**src/rtl/maxpool_scheduler.sv**
```systemverilog
// 2x2 max-pool window sequencer: fetches each window's four pixels from the feature map,
// hands them to the pooling unit and writes the pooled value to the output map.
module maxpool_scheduler #(
    parameter int IMG_W   = 8,
    parameter int IMG_H   = 8,
    parameter int DATA_W  = 4,
    parameter int ADDR_W  = 6,
    parameter int OADDR_W = 4,
    parameter int TIMEOUT = 16
) (
    input  logic               clk,
    input  logic               rst_n,
    input  logic               start,
    input  logic               abort,
    output logic               busy,
    output logic               done,
    output logic               err,
    output logic               rd_en,
    output logic [ADDR_W-1:0]  rd_addr,
    input  logic [DATA_W-1:0]  rd_data,
    output logic               pool_en,
    output logic [DATA_W-1:0]  pool_in0,
    output logic [DATA_W-1:0]  pool_in1,
    output logic [DATA_W-1:0]  pool_in2,
    output logic [DATA_W-1:0]  pool_in3,
    input  logic [DATA_W-1:0]  pool_out,
    input  logic               pool_done,
    output logic               wr_en,
    output logic [OADDR_W-1:0] wr_addr,
    output logic [DATA_W-1:0]  wr_data,
    output logic [OADDR_W-1:0] win_cnt
);

    localparam int W2 = IMG_W / 2;
    localparam int H2 = IMG_H / 2;
    localparam int TW = $clog2(TIMEOUT + 1);

    typedef enum logic [2:0] {S_IDLE, S_FETCH, S_LAST, S_POOL, S_WRITE} state_t;

    state_t             state_q;
    logic [1:0]         k_q;
    logic [OADDR_W-1:0] wr_q, wc_q;
    logic [TW-1:0]      tmo_q;
    logic               last_q;
    logic               busy_q, done_q, err_q;
    logic               rd_en_q, pool_en_q, wr_en_q;
    logic [ADDR_W-1:0]  rd_addr_q;
    logic [DATA_W-1:0]  pix_q [4];
    logic [OADDR_W-1:0] wr_addr_q, win_cnt_q;
    logic [DATA_W-1:0]  wr_data_q;

    logic [OADDR_W-1:0] wr_d, wc_d;
    logic               last_win;
    logic [1:0]         k_nx;
    logic [ADDR_W-1:0]  base_addr, fetch_off;

    // Window position after the current one, raster order; wraps to (0,0) after the last.
    always_comb begin
        // NOTE: every output of this block gets a default first, so no latch is inferred.
        wc_d     = wc_q + OADDR_W'(1);
        wr_d     = wr_q;
        last_win = 1'b0;
        if (wc_q == OADDR_W'(W2 - 1)) begin
            wc_d = '0;
            if (wr_q == OADDR_W'(H2 - 1)) begin
                wr_d     = '0;
                last_win = 1'b1;
            end else begin
                wr_d = wr_q + OADDR_W'(1);
            end
        end
    end

    assign k_nx      = k_q + 2'd1;
    assign base_addr = ADDR_W'(2 * IMG_W * int'(wr_q) + 2 * int'(wc_q));
    assign fetch_off = ADDR_W'(IMG_W * int'(k_nx[1]) + int'(k_nx[0]));

    always_ff @(posedge clk or negedge rst_n) begin
        if (!rst_n) begin
            state_q   <= S_IDLE;
            k_q       <= '0;
            wr_q      <= '0;
            wc_q      <= '0;
            tmo_q     <= '0;
            last_q    <= 1'b0;
            busy_q    <= 1'b0;
            done_q    <= 1'b0;
            err_q     <= 1'b0;
            rd_en_q   <= 1'b0;
            rd_addr_q <= '0;
            pool_en_q <= 1'b0;
            wr_en_q   <= 1'b0;
            wr_addr_q <= '0;
            wr_data_q <= '0;
            win_cnt_q <= '0;
            // NOTE: pix_q is four plain registers driving outputs, not a RAM, so it is reset too.
            for (int i = 0; i < 4; i++) pix_q[i] <= '0;
        end else begin
            // NOTE: non-blocking assignments throughout, so every branch sees start-of-cycle state.
            done_q <= 1'b0;
            if (abort) begin
                state_q   <= S_IDLE;
                busy_q    <= 1'b0;
                rd_en_q   <= 1'b0;
                pool_en_q <= 1'b0;
                wr_en_q   <= 1'b0;
            end else begin
                case (state_q)
                    S_IDLE: begin
                        if (start) begin
                            err_q     <= 1'b0;
                            win_cnt_q <= '0;
                            wr_q      <= '0;
                            wc_q      <= '0;
                            k_q       <= '0;
                            busy_q    <= 1'b1;
                            rd_en_q   <= 1'b1;
                            rd_addr_q <= '0;
                            state_q   <= S_FETCH;
                        end
                    end
                    S_FETCH: begin
                        // Read k-1 returns its data while read k is being issued.
                        if (k_q != 2'd0) pix_q[k_q - 2'd1] <= rd_data;
                        k_q <= k_nx;
                        if (k_q == 2'd3) begin
                            rd_en_q <= 1'b0;
                            state_q <= S_LAST;
                        end else begin
                            rd_addr_q <= base_addr + fetch_off;
                        end
                    end
                    S_LAST: begin
                        pix_q[3]  <= rd_data;
                        pool_en_q <= 1'b1;
                        tmo_q     <= '0;
                        state_q   <= S_POOL;
                    end
                    S_POOL: begin
                        if (pool_done) begin
                            pool_en_q <= 1'b0;
                            wr_en_q   <= 1'b1;
                            wr_data_q <= pool_out;
                            wr_addr_q <= OADDR_W'(W2 * int'(wr_q) + int'(wc_q));
                            win_cnt_q <= win_cnt_q + OADDR_W'(1);
                            last_q    <= last_win;
                            wr_q      <= wr_d;
                            wc_q      <= wc_d;
                            state_q   <= S_WRITE;
                        end else if (tmo_q == TW'(TIMEOUT - 1)) begin
                            pool_en_q <= 1'b0;
                            err_q     <= 1'b1;
                            done_q    <= 1'b1;
                            busy_q    <= 1'b0;
                            state_q   <= S_IDLE;
                        end else begin
                            tmo_q <= tmo_q + TW'(1);
                        end
                    end
                    S_WRITE: begin
                        wr_en_q <= 1'b0;
                        if (last_q) begin
                            done_q  <= 1'b1;
                            busy_q  <= 1'b0;
                            state_q <= S_IDLE;
                        end else begin
                            k_q       <= '0;
                            rd_en_q   <= 1'b1;
                            rd_addr_q <= base_addr;
                            state_q   <= S_FETCH;
                        end
                    end
                    default: state_q <= S_IDLE;
                endcase
            end
        end
    end

    assign busy     = busy_q;
    assign done     = done_q;
    assign err      = err_q;
    assign rd_en    = rd_en_q;
    assign rd_addr  = rd_addr_q;
    assign pool_en  = pool_en_q;
    assign pool_in0 = pix_q[0];
    assign pool_in1 = pix_q[1];
    assign pool_in2 = pix_q[2];
    assign pool_in3 = pix_q[3];
    assign wr_en    = wr_en_q;
    assign wr_addr  = wr_addr_q;
    assign wr_data  = wr_data_q;
    assign win_cnt  = win_cnt_q;

endmodule
```
**config.mk**
```make
export PLATFORM = sky130hd
export DESIGN_NAME = maxpool_scheduler
export DESIGN_NICKNAME = d
export VERILOG_FILES = /design/src/rtl/maxpool_scheduler.sv
export SDC_FILE = /design/constraint.sdc
export NUM_CORES = 1
export LEC_CHECK = 0
export ABC_AREA = 1
export CAP_MARGIN = 40
export CELL_PAD_IN_SITES_DETAIL_PLACEMENT = 1
export CELL_PAD_IN_SITES_GLOBAL_PLACEMENT = 2
export CORE_UTILIZATION = 28
export CTS_CLUSTER_SIZE = 10
export DETAILED_ROUTE_END_ITERATION = 8
export PLACE_DENSITY = 0.74
export SLEW_MARGIN = 20
export SYNTH_ARGS = -nofsm -noshare
export SYNTH_HDL_FRONTEND = slang
export SYNTH_SLANG_ARGS = --single-unit
```
**constraint.sdc**
```tcl
create_clock -name clk -period 1.63 [get_ports clk]
set_input_delay 0.163 -clock clk [delete_from_list [all_inputs] [get_ports clk]]
set_output_delay 0.163 -clock clk [all_outputs]
set_load 0.005 [all_outputs]
```
==> reports/results.tsv <==
metric	value	unit
placed_cell_area	3830	sq um
multi_input_area	1400	sq um
ys_ff_latch	59	
worstPathRequired	1890	ps
grt_util_met1	0.186	
worst_setup_path_start_kind	flop	
grt_first_pass_wirelength	13200	um
remaining_drc_errors	0	
core_area	10400	sq um
met2_usage	0.255	
root_buffer	clkbuf_8	
seqCellArea	1480	sq um
cts_buffers	9	
met3_usage	0.0319	
rows	37	
crit_type	reg2reg	
maxCapViolCount	0	
synth_area	3030	sq um
vdd_drop_max	462	uV
cp_common_cell	nand2_1	
post-route-period-util	0.923	
dp.cells	564	
hp-class	in2reg	
worstMarginPinSlew	322	ps
drive_gt1_frac	0.166	
fin_nets	469	
cp_max_fo	4	
grt_pass1_vias	2800	
fp.dieW	106	um
syn_inst	363	
overflow	0	
antennaDiodeCount	0	
synth_nets	390	
gp_congestion	0.787	
switchingPower	2.15	mW
p_comb_frac	0.406	
portBuffers	52	
seq_power_share	0.369	
cts.clk_slew.worst_paths	70	ps
grt_max_degree	60	
wirelength	7880	um
cts_buffer_depth	2	
clk_latency	340	ps
yosysWarnings	0	
initial_utilization	0.291	
fin_tns_setup	0	ps
finalSetupViolCount	0	
fillers	1241	
drv_slew	0	
p_leak	1.97	nW
min_period	1500	ps
status	finished clean	
clock-sinks	59	
p_per_area	1450	nW/um^2
avgSynthCellArea	8.36	sq um
antenna_left	0	
largest_reg_flops	6	
final_cell_mix	nand2_1, dfrtp_1, clkdlybuf4s50_1, inv_1, o21ai_0	
final_util	0.394	
cts_tree	yes	
power_frac_clock	0.226	
antenna_found_initial	0	
crit_chain	ha_1 > nand2_1 > nor2_2 > ha_2 > a21oi_4 > nor2b_4 > nand2_1 > o21ai_0	
layout_commonest_cell	nand2_1	
syn2layout_area_growth	35.1	%
io_pins	53	
fp.dieH	106	um
hpwlAfterDp	5780	um
yosysUniqueCellTypes	29	
slowest_delay	400	ps
dieArea	11300	sq um
cp_data_arrival_time	1760	ps
finClkSkew	7.95	ps
busiest_layer	met2	
hold_viol_final	0	
cts_max_level	3	
vias_per_cell	4.55	
vias	2652	
slew_headroom	0.785	
drtIter0Drc	63	
seq_area_frac_synth	0.487	
whs	357	ps
routedWlPerCell	13.5	um
end_kind	flop	
sw_frac_of_total	0.361	
drt_first_pass_iters	4	
clock.fmax	665	MHz
slowest_stage	dfrtp_1	
fin_area	4100	sq um
internal-power	3.80	mW
grtUsageTotal	0.149	
fin_cells	583	
## cells in the mapped netlist (all sizes together)
| cell type | n | area [sq um] |
|---|---|---|
| nand3 | 34 | 215 |
| o211ai | 1 | 7.51 |
| nand3b | 1 | 7.51 |
| a21oi | 8 | 43.8 |
| xnor2 | 1 | 8.76 |
| ha | 14 | 175 |
| nor3 | 3 | 25.0 |
| inv | 41 | 156 |
| xor2 | 7 | 61.3 |
| o21ai | 36 | 180 |
| a22oi | 1 | 7.51 |
| nor2b | 1 | 6.26 |
| nand4 | 2 | 12.5 |
| nand2 | 124 | 478 |
| buf | 6 | 45.0 |
| dfrtp | 59 | 1480 |
| nor2 | 24 | 128 |
## worst max-delay path, delay by kind of cell (launching register included)
kind                       cells  cell delay, ps
adders and majority gates      2             400
DFF                            1             400
and+or+nand+nor                4             380
AOI/OAI and AO/OA              2             240
## worst paths after layout
kind / from / end / slack [ps] / cells past startpoint
hold / removal: pool_out[0] / wr_data[0] / 360 / 3
setup / recovery: tmo_q[1] / tmo_q[3] / 130 / 8
setup reg to reg: tmo_q[1] / tmo_q[3] / 130 / 8
hold reg to reg: wr_data[1] / wr_data[1] / 470 / 2
min in group asynchronous: rst_n / tmo_q[2] / 370 / 3
max in group asynchronous: rst_n / state_q[2] / 980 / 3
## timing repair
action / in CTS / in global routing
gates resized for setup: 0 / 15
setup endpoints to repair: 0 / 35
setup buffers: 0 / 2
endpoints found under the hold margin: 59 / 0
hold buffers: 1 / 0
## power by group through the flow
stage               clock network, mW  logic (mW)  registers, mW
floorplan                           0        1.22           2.16
global placement                    0        2.27           2.21
detailed placement                  0        2.33           2.22
CTS                              1.39        2.35           2.19
global route                     1.44        2.72           2.25
finish                           1.34        2.41           2.19
## cell families after synthesis
family,count (synthesis),share of synthesized area
DFF,59,0.487
xor gates and xnor gates,8,0.0231
AOI/OAI and AO/OA,46,0.0788
adders and majority gates,14,0.0577
buffers and inverters,47,0.0664
and+or+nand+nor,189,0.287
## routing by layer
metal  vias up  wire, um
met2        53      3850
met4         0       128
met5         -         0
li1       1314         -
met3        12       245
met1      1273      3660
## area by class of cell
type	count	share of cell area
Clock inverter	5	0.0128
Timing Repair Buffer	74	0.170
Inverter	41	0.0382
Tap cell	136	0.0415
Multi-Input combinational cell	257	0.342
Sequential cell	59	0.361
Clock buffer	11	0.0345
## through the flow
| stage | total power [mW] | setup WS (ps) |
|---|---|---|
| after floorplan | 3.38 | 119 |
| after global placement | 4.48 | 78.3 |
| after detailed placement | 4.55 | 14.5 |
| after CTS | 5.93 | 1.13 |
| after global routing | 6.41 | -50.6 |
| final | 5.95 | 126 |
Power figures use the tool's default switching activity.
